`config.mk`:
```
export PLATFORM = sky130hd
export DESIGN_NAME = spi_adc_rx_multi
export DESIGN_NICKNAME = d
export VERILOG_FILES = /design/src/rtl/spi_pkg.sv /design/src/rtl/spi_sclk_gen.sv /design/src/rtl/spi_adc_rx_multi.sv
export SDC_FILE = /design/constraint.sdc
export NUM_CORES = 1
export LEC_CHECK = 0
export CORE_MARGIN = 1
export CORE_UTILIZATION = 23
export CTS_CLUSTER_DIAMETER = 200
export DETAILED_ROUTE_END_ITERATION = 6
export DONT_BUFFER_PORTS = 1
export GPL_ROUTABILITY_DRIVEN = 0
export MAX_ROUTING_LAYER = met4
export PLACE_DENSITY = 0.45
export SYNTH_ARGS = -nofsm -noshare
export SYNTH_HDL_FRONTEND = slang
export SYNTH_HIERARCHICAL = 1
export SYNTH_SLANG_ARGS = --single-unit
export TNS_END_PERCENT = 1
```
`constraint.sdc`:
```
create_clock -name clk -period 2.32 [get_ports clk]
set_input_delay 0.348 -clock clk [delete_from_list [all_inputs] [get_ports clk]]
set_output_delay 0.348 -clock clk [all_outputs]
set_load 0.1 [all_outputs]
```
`src/rtl/spi_pkg.sv`:
```
// Shared types and elaboration helpers for the multi-channel SPI ADC receiver.
package spi_pkg;

  typedef enum logic [1:0] {
    ST_IDLE     = 2'd0,
    ST_CS_SETUP = 2'd1,
    ST_SHIFT    = 2'd2,
    ST_CS_HOLD  = 2'd3
  } state_e;

  // Bits needed to hold values 0 .. n-1 (never narrower than one bit).
  function automatic int cnt_w(input int n);
    return (n <= 2) ? 1 : $clog2(n);
  endfunction

  function automatic int max2(input int a, input int b);
    return (a > b) ? a : b;
  endfunction

  function automatic bit params_ok(input int width, input int total, input int lead,
                                   input int clk_div, input int quiet, input int channels);
    return (width >= 1) && (lead >= 0) && (lead + width <= total) &&
           (clk_div >= 1) && (quiet >= 1) && (channels >= 1);
  endfunction

endpackage

```
`src/rtl/spi_sclk_gen.sv`:
```
// SCLK divider: sclk idles low, toggles every CLK_DIV cycles while enabled, and
// flags the cycle whose closing edge makes sclk rise or fall.
module spi_sclk_gen
  import spi_pkg::*;
#(
  parameter int CLK_DIV = 2
) (
  input  logic clk,
  input  logic reset_b,
  input  logic en,
  output logic sclk,
  output logic rise,
  output logic fall
);

  localparam int DIV_W = cnt_w(CLK_DIV);
  localparam logic [DIV_W-1:0] DIV_END = DIV_W'(CLK_DIV - 1);

  logic [DIV_W-1:0] div_cnt;
  logic             tick;

  assign tick = en && (div_cnt == DIV_END);
  assign rise = tick && !sclk;
  assign fall = tick && sclk;

  always_ff @(posedge clk or negedge reset_b) begin
    if (!reset_b) begin
      div_cnt <= '0;
      sclk    <= 1'b0;
    end else if (!en) begin
      div_cnt <= '0;
      sclk    <= 1'b0;
    end else if (tick) begin
      div_cnt <= '0;
      sclk    <= ~sclk;
    end else begin
      div_cnt <= div_cnt + DIV_W'(1);
    end
  end

endmodule

```
`src/rtl/spi_adc_rx_multi.sv`:
```
// Multi-channel SPI ADC capture: generates SCLK/CS_n, shifts CHANNELS MISO lines
// in parallel and publishes all samples together once per frame.
module spi_adc_rx_multi
  import spi_pkg::*;
#(
  parameter int CHANNELS     = 4,
  parameter int WIDTH        = 10,
  parameter int TOTAL_BITS   = 14,
  parameter int LEAD_BITS    = 2,
  parameter int CLK_DIV      = 2,
  parameter int QUIET_CYCLES = 4
) (
  input  logic                      clk,
  input  logic                      reset_b,
  input  logic                      start,
  input  logic                      cont_en,
  input  logic [CHANNELS-1:0]       miso,
  output logic                      sclk,
  output logic                      cs_n,
  output logic [CHANNELS*WIDTH-1:0] data_out,
  output logic                      data_valid,
  output logic                      busy,
  output logic                      overrun
);

  if (!params_ok(WIDTH, TOTAL_BITS, LEAD_BITS, CLK_DIV, QUIET_CYCLES, CHANNELS)) begin : g_bad_params
    $error("spi_adc_rx_multi: illegal parameter combination");
  end

  localparam int CNT_W = cnt_w(max2(CLK_DIV, QUIET_CYCLES));
  localparam int BIT_W = cnt_w(TOTAL_BITS + 1);

  localparam logic [CNT_W-1:0] SETUP_END  = CNT_W'(CLK_DIV - 1);
  localparam logic [CNT_W-1:0] HOLD_END   = CNT_W'(QUIET_CYCLES - 1);
  localparam logic [BIT_W-1:0] FIRST_KEEP = BIT_W'(LEAD_BITS + 1);
  localparam logic [BIT_W-1:0] LAST_KEEP  = BIT_W'(LEAD_BITS + WIDTH);
  localparam logic [BIT_W-1:0] LAST_BIT   = BIT_W'(TOTAL_BITS);

  state_e                       state;
  logic [CNT_W-1:0]             cnt;
  logic [BIT_W-1:0]             bit_cnt;
  logic                         single;
  logic                         sclk_rise;
  logic                         sclk_fall;
  logic                         shift_en;
  logic [CHANNELS-1:0][WIDTH-1:0] shreg;

  spi_sclk_gen #(.CLK_DIV(CLK_DIV)) u_sclk (
    .clk     (clk),
    .reset_b (reset_b),
    .en      (state == ST_SHIFT),
    .sclk    (sclk),
    .rise    (sclk_rise),
    .fall    (sclk_fall)
  );

  // bit_cnt advances on each rising edge, so at a falling edge it names the bit
  // being sampled (1-based); only the window after the lead bits is kept.
  assign shift_en = (state == ST_SHIFT) && sclk_fall &&
                    (bit_cnt >= FIRST_KEEP) && (bit_cnt <= LAST_KEEP);

  for (genvar i = 0; i < CHANNELS; i++) begin : g_ch
    logic [WIDTH-1:0] sr;
    always_ff @(posedge clk or negedge reset_b) begin
      if (!reset_b)      sr <= '0;
      else if (shift_en) sr <= (sr << 1) | WIDTH'(miso[i]);
    end
    assign shreg[i] = sr;
  end

  always_ff @(posedge clk or negedge reset_b) begin
    if (!reset_b) begin
      state      <= ST_IDLE;
      cs_n       <= 1'b1;
      busy       <= 1'b0;
      overrun    <= 1'b0;
      data_valid <= 1'b0;
      data_out   <= '0;
      cnt        <= '0;
      bit_cnt    <= '0;
      single     <= 1'b0;
    end else begin
      data_valid <= 1'b0;
      overrun    <= start && (state != ST_IDLE);
      unique case (state)
        ST_IDLE: begin
          if (start || cont_en) begin
            state   <= ST_CS_SETUP;
            cs_n    <= 1'b0;
            busy    <= 1'b1;
            cnt     <= '0;
            bit_cnt <= '0;
            single  <= start && cont_en;
          end
        end
        ST_CS_SETUP: begin
          if (cnt == SETUP_END) begin
            state <= ST_SHIFT;
            cnt   <= '0;
          end else begin
            cnt <= cnt + CNT_W'(1);
          end
        end
        ST_SHIFT: begin
          if (sclk_rise) bit_cnt <= bit_cnt + BIT_W'(1);
          if (sclk_fall && (bit_cnt == LAST_BIT)) begin
            state <= ST_CS_HOLD;
            cs_n  <= 1'b1;
            cnt   <= '0;
          end
        end
        ST_CS_HOLD: begin
          // All channels publish together on the first quiet cycle.
          if (cnt == '0) begin
            data_out   <= shreg;
            data_valid <= 1'b1;
          end
          if (cnt == HOLD_END) begin
            if (cont_en && !single) begin
              state   <= ST_CS_SETUP;
              cs_n    <= 1'b0;
              cnt     <= '0;
              bit_cnt <= '0;
            end else begin
              state <= ST_IDLE;
              busy  <= 1'b0;
            end
          end else begin
            cnt <= cnt + CNT_W'(1);
          end
        end
        default: state <= ST_IDLE;
      endcase
    end
  end

endmodule

```
==> results of run 1 <==
==> registers in the layout, indices dropped and copies added, names as in the netlist <==
register        cells
state               2
single              1
data_valid          1
overrun             1
bit_cnt             4
cnt                 2
u_sclk/div_cnt      1
busy                1
u_sclk/sclk         1
cs_n                1
g_ch.sr            40
data_out           40
==> critical path: cells and delay by family, from the launching register on <==
kind,cells,cell delay (ns)
buffers and inverters,2,0.38
multiplexers,1,0.37
adder cells (fa/ha/maj),1,0.17
AO/OA/AOI/OAI,1,0.10
AND/OR/NAND/NOR,2,0.30
flip-flops,1,0.40
==> cell type report <==
| cell class | count | share of cell area, % |
|---|---|---|
| Sequential cell | 95 | 52.3 |
| Clock buffer | 11 | 5.34 |
| Antenna cell | 1 | 0.0550 |
| Clock inverter | 4 | 1.54 |
| Tap cell | 220 | 6.05 |
| Multi-Input combinational cell | 145 | 32.2 |
| Inverter | 11 | 0.908 |
| Timing Repair Buffer | 8 | 1.60 |
==> power by group through the flow <==
stage	Combinational (mW)	Clock, mW	Sequential [mW]
floorplan	0.689	0	2.07
global placement	1.08	0	1.89
detailed placement	1.10	0	1.90
CTS	1.10	1.66	1.87
global route	1.19	1.71	1.88
finish	1.08	1.58	1.87
==> cells by family (layout without fill, tap and decap cells) <==
| logic type | after synthesis | in the layout | synth area share (%) |
|---|---|---|---|
| buffers and inverters | 20 | 34 | 2.82 |
| AOI/OAI and AO/OA | 14 | 14 | 3.04 |
| other | 0 | 1 | 0 |
| xor gates and xnor gates | 1 | 1 | 0.222 |
| muxes | 87 | 87 | 25.5 |
| adders and majority gates | 11 | 11 | 3.48 |
| DFF | 95 | 95 | 60.2 |
| and+or+nand+nor | 32 | 32 | 4.72 |
==> worst paths after layout <==
| check | from | to | slack (ns) | depth (start not counted) |
|---|---|---|---|---|
| hold / removal | reset_b | data_out[23] | -0.30 | 0 |
| max in group asynchronous | reset_b | cs_n | 2.44 | 0 |
| setup reg to reg | state[0] | g_ch[0].sr[7] | 0.45 | 7 |
| setup / recovery | state[0] | g_ch[0].sr[7] | 0.45 | 7 |
| hold reg to reg | g_ch[1].sr[9] | data_out[19] | 0.51 | 1 |
| min in group clk | miso[3] | g_ch[3].sr[0] | 0.14 | 1 |
==> Yosys cell counts, drive strengths merged <==
cell / count / share of area (%)
o211ai: 2 / 0.51
xor2: 1 / 0.22
a211oi: 1 / 0.51
and2b: 1 / 0.22
nor3: 3 / 0.38
a21oi: 3 / 0.47
buf: 9 / 1.8
mux2: 84 / 25
and2: 1 / 0.16
dfrtp: 94 / 60
nand4: 2 / 0.32
nand2: 10 / 0.95
nand3: 4 / 0.51
a22o: 1 / 0.22
nor2b: 2 / 0.32
ha: 11 / 3.5
or2b: 1 / 0.19
a22oi: 2 / 0.38
and3: 2 / 0.35
o21ai: 3 / 0.47
a311o: 1 / 0.25
nand3b: 1 / 0.28
nor2: 4 / 0.57
inv: 11 / 1.0
a2bb2oi: 1 / 0.22
dfstp: 1 / 0.66
nor3b: 1 / 0.47
mux2i: 3 / 0.76
==> per-layer routing <==
layer | wire (µm) | share of wire [%] | GRT usage (%) | vias to the layer above
met5 | 0 | 0 | - | -
met4 | 113 | 1.6 | 3.79 | 0
met3 | 589 | 8.3 | 4.72 | 11
met2 | 3200 | 45 | 13.3 | 48
met1 | 3230 | 45 | 10.7 | 1030
li1 | - | - | - | 931
==> stage by stage <==
step	hold WS (ns)	utilization [%]
after floorplan	0.0524	-
after global placement	0.0554	25.3
after detailed placement	0.0555	25.3
after CTS	-0.326	27.2
after global routing	-0.334	27.2
final	-0.302	27.2
==> summary.txt, run 1 <==
GRT
  – First-pass GRT wire length: 12.1 mm
  – Grt ovf: 0
  – Initial antenna violation count: 1
  – Gr usage total: approximately 9%
  – Via count of the first global-routing pass: ~2300
  – Largest net degree at the start of global routing: 96

Route
  – Final WL: 7.13 mm
  – DRC: 0
  – Avg WL per Cell: approximately 14 µm
  – Iter 0 DRT Violations: 62
  – Routed vias/inst: slightly above 4
  – Vias: around 2000
  – TritonRoute pass-1 iters: 4
  – Final ANT Viol Nets: 0

Synth
  – Syn Std Cell Area: ~0.004 mm²
  – Synth cell types: 36
  – Seq cells post-synth: 95
  – Synth Warn #: 6
  – Syn avg cell area: 15.2 µm²
  – Register area share after synthesis: between 60% and 70%
  – Syn Inst Count: 260
  – Synthesized net count: ~280

Worst hold path
  – Worst Hold Class: input pin to async pin

Critical path
  – Required @ worst endpoint: roughly 2.5 ns
  – Slowest cell on crit path: dfrtp_1
  – Sequence of cells on the critical path: inv_1 -> ha_1 -> and3_2 -> o211ai_2 -> nor2_4 -> buf_12 -> mux2_2
  – Worst Setup Start Kind: flop
  – Crit Path Max Fanout: 40
  – Kind of end point of the critical path: flop
  – WP data arrival: about 2.1 ns
  – Worst path max stage delay: around 0.40 ns
  – Setup CP Type: flop to flop

STA
  – Tcrit/Tclk final: between 80% and 90%
  – Worst Skew: around 0.011 ns
  – Peak Freq: between 500 and 600 MHz
  – Final Critical Period: 1.87 ns
  – Setup TNS Final: 0 ns
  – Min Hold Slack: -0.302 ns
  – Unrepaired setup endpoints after global routing: false
  – Setup ws final: roughly 0.45 ns
  – Worst-margin pin slew: 0.939 ns
  – Setup violations, final: 0
  – Max-slew violations: 0
  – Slew Limit Headroom: between 30% and 40%
  – Final Hold Viols: 95

Die
  – Core area: roughly 0.017 mm²
  – Horiz. Die Dim: approximately 130 µm
  – # IOs: 53
  – FP Rows: 47
  – Die Footprint: roughly 0.018 mm²
  – Overall die height: ~130 µm
  – Initial Util: 23.7%

Clock tree
  – Root Buffer: clkbuf_16
  – H-tree Lvls: 3
  – Postcts setup bufs: 0
  – Sink Count: 95
  – # resized after CTS: 0
  – CTS tree: yes
  – Skew-Pair Late Insertion Delay: 0.34 ns
  – Worst-case clock buffer depth: 2
  – TritonCTS Buffers: 9
  – Clock-pin slew on the worst setup and hold paths: roughly 0.070 ns

Job
  – Max-cap violations: 0

Cells and area
  – Register area: 0.00238 mm²
  – Design area: approximately 0.0045 mm²
  – Layout cells sized above 1: between 30% and 40%
  – Area grow syn2layout: 15.1%
  – Filler instances: 1746
  – Nets: 289
  – Commonest non-fill, non-tap cells in the layout: dfrtp_1, mux2_2, mux2_1
  – Fin cells: 495
  – Most common cell after layout, fill and taps aside: dfrtp_1
  – Multi-input logic area: 0.00147 mm²

Pwr
  – Sequential power share: approximately two fifths
  – Combinational fraction of design power: a little under a quarter
  – Total power: approximately 4.5 mW
  – Cell Int Power: 3.13 mW
  – Switching pwr: 1.40 mW
  – Clock network fraction of total power: a little over a third
  – PD cells: 995 mW/mm²
  – Pleak: ~2.3 nW
  – Switch share: 30.9%
  – Maximum vdd drop: slightly below 600 µV

Placement
  – Placed Area: 0.00423 mm²
  – PortBufs: 0
  – Dpl ws: around 0.43 ns
  – Inst Count DP: ~480
  – HPWL after DPL: 4.57 mm

Status
  – Outcome: complete, but fails checks
  – Failing checks: hold timing
Note: power is estimated with default switching activity, not from simulation.
==> run 2: changes to the inputs <==
- clock period: 2.32 -> 1.85 ns (I/O delays scaled with it)
==> run 2 against run 1 <==
Largest cell class unchanged. Sequential power grew 25%. Die area unchanged. Power grew 29%. Highest routed layer unchanged. Flip-flop and latch count is the same. Setup slack lost 0.42 ns. Clock power rose by 19%. Sequential share of layout area shrank 5.0 points. First-iteration DRC count decreased by 9.7%. Via count up 8.1%. Hold slack got worse by 0.072 ns. The flow still finishes with violations (hold timing). Final cell count grew 9.7%. Utilization grew 2.9 points.
==> summary.txt, run 2 (synthesized netlist as in run 1, its figures left out) <==
STA
  – Min Hold Slack: -0.374 ns
  – Slew Limit Headroom: roughly 39%
  – Final Hold Viols: 95
  – Worst Skew: between 0.005 and 0.006 ns
  – Setup ws final: roughly 0.026 ns
  – Peak Freq: 548 MHz
  – Setup violations, final: 0
  – Worst-margin pin slew: between 0.9 and 1 ns
  – Max-slew violations: 0
  – Tcrit/Tclk final: around 100%
  – Final Critical Period: 1.82 ns

Route
  – Final WL: approximately 7.5 mm
  – Iter 0 DRT Violations: 56
  – DRC: 0
  – Routed vias/inst: 4.02
  – Final ANT Viol Nets: 0
  – Vias: between 2000 and 2500
  – TritonRoute pass-1 iters: 4
  – Avg WL per Cell: between 10 and 15 µm

Cells and area
  – Filler instances: between 1500 and 2000
  – Area grow syn2layout: 27.3%
  – Register area: ~0.0024 mm²
  – Most common cell after layout, fill and taps aside: dfrtp_1
  – Multi-input logic area: 0.00151 mm²
  – Nets: 337
  – Design area: 0.00503 mm²
  – Utilization after layout: 30.1%
  – Fin cells: approximately 540
  – Largest regs: data_out (40), g_ch.sr (40), bit_cnt (4)
  – Diodes inserted: 0
  – Commonest non-fill, non-tap cells in the layout: dfrtp_1, mux2_2, buf_4
  – Layout cells sized above 1: 48.0%

Die
  – FP Rows: 47
  – Core area: 0.0167 mm²
  – # IOs: between 50 and 60
  – Die Footprint: between 0.015 and 0.02 mm²
  – Initial Util: about a quarter
  – Overall die height: 133 µm
  – Horiz. Die Dim: about 130 µm

Critical path
  – Register-to-Register Path Depth: 8
  – Kind of end point of the critical path: flop
  – Sequence of cells on the critical path: inv_2 -> ha_4 -> and3_4 -> o211ai_4 -> nor2_4 -> buf_6 -> clkbuf_16 -> mux2_2
  – Crit Path Max Fanout: 5
  – WP data arrival: 2.05 ns
  – Worst Setup Start Kind: flop
  – Worst path max stage delay: between 0.3 and 0.4 ns
  – Setup CP Type: flop to flop
  – Required @ worst endpoint: about 2.1 ns
  – Slowest cell on crit path: dfrtp_1

Clock tree
  – CTS tree: yes
  – Worst-case clock buffer depth: 2
  – Root Buffer: clkbuf_16
  – Skew-Pair Late Insertion Delay: about 0.34 ns
  – Sink Count: 95
  – TritonCTS Buffers: 9
  – Clock-pin slew on the worst setup and hold paths: 0.07 ns
  – H-tree Lvls: 3

Status
  – Failing checks: hold timing
  – Outcome: complete, but fails checks

GRT
  – Largest net degree at the start of global routing: 96
  – Gr usage total: under 10%
  – Via count of the first global-routing pass: approximately 2300
  – Grt ovf: 0
  – First-pass GRT wire length: about 12 mm
  – Initial antenna violation count: 0

Job
  – Max-cap violations: 0

Pwr
  – Total power: 5.82 mW
  – Maximum vdd drop: around 900 µV
  – Pleak: about 2.5 nW
  – PD cells: between 1000 and 1500 mW/mm²

Placement
  – Placed Area: ~0.0045 mm²
  – Inst Count DP: 516
  – HPWL after DPL: between 4 and 5 mm
  – Dpl ws: approximately 0.037 ns
  – PortBufs: 0

Worst hold path
  – Worst Hold Class: input pin to async pin
## run 2: changes by cell type in the layout (fill, tap and decap cells not counted), sizes merged
cell	delta
diode	-1
buf	+45
inv	+2
clkinv	-1
clkbuf	+1
bufinv	-1
clkinvlp	+3
## run 2: critical path: cells and delay by family, from the launching register on
kind,cells,cell delay [ns]
AO/OA/AOI/OAI,1,0.08
adder cells (fa/ha/maj),1,0.14
buffers and inverters,3,0.41
flip-flops,1,0.39
multiplexers,1,0.32
AND/OR/NAND/NOR,2,0.36
## run 2: layout make-up
cell class                      count  area share, %
Sequential cell                    95           47.3
Clock inverter                      7           1.57
Inverter                           11          0.821
Tap cell                          220           5.47
Clock buffer                        9           4.48
Multi-Input combinational cell    145           29.9
Timing Repair Buffer               56           10.4
## run 2: report_power, final
| part | leakage (nW) | internal (mW) | switching (mW) |
|---|---|---|---|
| registers | 1.31 | 2.19 | 0.142 |
| clock network | 0.139 | 1.06 | 0.825 |
| logic | 1.07 | 0.686 | 0.917 |
| total | 2.51 | 3.94 | 1.88 |
## run 2: what timing repair did
action	4_1_cts	5_1_grt
setup buffers	0	7
gates resized for setup	0	10
endpoints found under the setup margin	0	34
hold endpoints to repair	95	95
## run 2: stage by stage
step	TNS, ns	hold WS [ns]
global route	-0.234	-0.405
finish	0	-0.374
floorplan	0	-0.0181
global placement	0	-0.0130
detailed placement	0	-0.0139
CTS	0	-0.399
## run 2: metal layers
layer | global-route usage (%) | part of all wire, % | up-vias | wire length, µm
met4 | 4.36 | 2.0 | 0 | 148
met1 | 11.1 | 47 | 1103 | 3520
li1 | - | - | 1028 | -
met2 | 13.3 | 45 | 41 | 3410
met3 | 3.54 | 6.2 | 12 | 467
met5 | - | 0 | - | 0
## run 2: path summary, 6_finish.rpt
path	start	endpoint	slack, ns
max	state[0]	g_ch[2].sr[3]	0.03
min	reset_b	g_ch[2].sr[2]	-0.37
max reg2reg	state[0]	g_ch[2].sr[3]	0.03
min reg2reg	data_out[11]	data_out[11]	0.50
max in group asynchronous	reset_b	cs_n	2.04
min in group clk	miso[0]	g_ch[0].sr[0]	0.06
==> run 3: changes to the inputs <==
- CORE_ASPECT_RATIO: unset -> 0.5
==> run 3 against run 2 <==
The run still ends with hold timing left. Clock power grew 7%. Clock skew grew 0.0019 ns. Critical path depth shrank 1. Utilization is essentially flat. Count of clock-buffer cells in the layout grew 2. Setup slack gained 0.032 ns. Largest cell class unchanged. Highest routed layer unchanged.
==> summary.txt, run 3 (synthesized netlist as in run 1, its figures left out) <==
Critical path
  – Slowest cell on crit path: dfrtp_1
  – Register-to-Register Path Depth: 7
  – Crit Path Max Fanout: 4
  – R2R setup slack: 0.06 ns
  – Required @ worst endpoint: about 2.1 ns
  – FF-to-FF End: bit_cnt[0]
  – Setup CP Type: flop to flop
  – Worst Setup Start Kind: flop
  – Top delay family on crit path: simple AND/OR/NAND/NOR gates
  – WP data arrival: about 2 ns
  – Kind of end point of the critical path: flop
  – Buf/Inv on CP: 2
  – Sequence of cells on the critical path: inv_2 -> buf_4 -> ha_1 -> nor3b_4 -> a211oi_4 -> and3_1 -> mux2_4
  – Reg-to-Reg Start: state[0]
  – Worst path max stage delay: just under 0.4 ns

Die
  – Initial Util: around a quarter
  – Horiz. Die Dim: 187 µm
  – Overall die height: about 95 µm
  – # IOs: 53
  – FP Rows: 33
  – Die Footprint: around 0.018 mm²
  – Core area: 0.0166 mm²

Clock tree
  – Sink Count: 95
  – Worst-case clock buffer depth: 2
  – Skew-Pair Late Insertion Delay: between 0.3 and 0.4 ns
  – Root Buffer: clkbuf_16
  – TritonCTS Buffers: 9
  – H-tree Lvls: 3
  – CTS tree: yes
  – Clock-pin slew on the worst setup and hold paths: ~0.060 ns

Cells and area
  – Utilization after layout: 30.1%
  – Commonest non-fill, non-tap cells in the layout: dfrtp_1, mux2_2, buf_4
  – Filler instances: about 1700
  – Design area: about 0.0050 mm²
  – Largest regs: data_out (40), g_ch.sr (40), bit_cnt (4)
  – Area grow syn2layout: 26.5%
  – Most common cell after layout, fill and taps aside: dfrtp_1
  – Layout cells sized above 1: 46.7%
  – Nets: around 330
  – Diodes inserted: 0
  – Fin cells: between 500 and 600

Route
  – Met2 routed WL: between 3 and 4 mm
  – Vias: roughly 2200
  – Met1 wire length: about 3.1 mm
  – Avg WL per Cell: 13.3 µm
  – Final ANT Viol Nets: 0
  – DRC: 0
  – Iter 0 DRT Violations: roughly 120
  – Routed vias/inst: between 3 and 4
  – TritonRoute pass-1 iters: 4
  – Max Used Layer: met4
  – Met3 Wirelength: between 200 and 300 µm
  – Final WL: approximately 7.3 mm

Placement
  – Placed Area: roughly 0.0046 mm²
  – Inst Count DP: approximately 530
  – HPWL after DPL: ~4.8 mm
  – Dpl ws: 0.0364 ns
  – PortBufs: 0

STA
  – Setup ws final: 0.0582 ns
  – Tcrit/Tclk final: 96.9%
  – Max-slew violations: 0
  – Min Hold Slack: -0.365 ns
  – Setup violations, final: 0
  – Slew Limit Headroom: roughly 40%
  – Unrepaired setup endpoints after global routing: true
  – Worst-margin pin slew: 0.905 ns
  – Peak Freq: 558 MHz
  – Final Critical Period: roughly 1.8 ns
  – Final Hold Viols: 95
  – Worst Skew: about 0.007 ns

Pwr
  – Total power: 5.80 mW
  – PD cells: 1160 mW/mm²
  – Pleak: about 2.5 nW
  – Maximum vdd drop: roughly 450 µV

GRT
  – Via count of the first global-routing pass: 2388
  – Grt ovf: 0
  – Gr usage total: 8.80%
  – Initial antenna violation count: 0
  – First-pass GRT wire length: 11.9 mm
  – Largest net degree at the start of global routing: 96

Job
  – Max-cap violations: 0

Worst hold path
  – Worst Hold Class: input pin to async pin

Status
  – Failing checks: hold timing
  – Outcome: complete, but fails checks
-- run 3: through the flow --
| step | hold WS (ns) | TNS [ns] |
|---|---|---|
| CTS | -0.382 | 0 |
| global placement | -0.0158 | 0 |
| finish | -0.365 | 0 |
| detailed placement | -0.0169 | 0 |
| global route | -0.389 | -0.0211 |
| floorplan | -0.0181 | 0 |
-- run 3: report_power, final --
part	internal, mW	switching [mW]	leakage (nW)
clock	1.24	0.786	0.161
combinational	0.590	0.840	1.05
sequential	2.20	0.149	1.31
-- run 3: worst max-delay path by stage --
stage,to,slack (ns),cells after the start,startpoint
CTS,g_ch[0].sr[7],0.03,7,state[0]
floorplan,g_ch[3].sr[7],0.02,7,state[0]
detailed placement,g_ch[0].sr[7],0.04,7,state[0]
global placement,g_ch[0].sr[5],0.08,7,state[0]
global route,bit_cnt[0],-0.02,7,state[0]
finish,bit_cnt[0],0.06,7,state[0]
-- run 3: routing by layer --
layer  GRT usage (%)  vias to the layer above
met1            9.47                     1108
met5               -                        -
met2            15.3                       22
li1                -                     1014
met4            3.46                        0
met3            2.90                        9
-- run 3: area by class of cell --
type                    count  area, µm²  area share [%]
flip-flops and latches     95       2380            47.6
repair buffers             52        479            9.58
multi-input cells         145       1490            29.7
inverters                  11       41.3           0.826
clock inverters             5       86.3            1.73
clock buffers              11        243            4.85
well taps                 227        284            5.68
-- run 3: repair_timing --
item                                   in CTS  in global routing
endpoints found under the hold margin      95                 95
buffers inserted                            0                  2
resized for setup                           0                  6
setup endpoints to repair                   0                 43
-- run 3: worst reg2reg max path, delay by kind of cell (launching register included) --
| family | cells | cell delay, ns |
|---|---|---|
| simple gates | 2 | 0.54 |
| flops | 1 | 0.39 |
| mux | 1 | 0.27 |
| buf+inv | 2 | 0.23 |
| fa+ha+maj | 1 | 0.16 |
| compound gates | 1 | 0.10 |
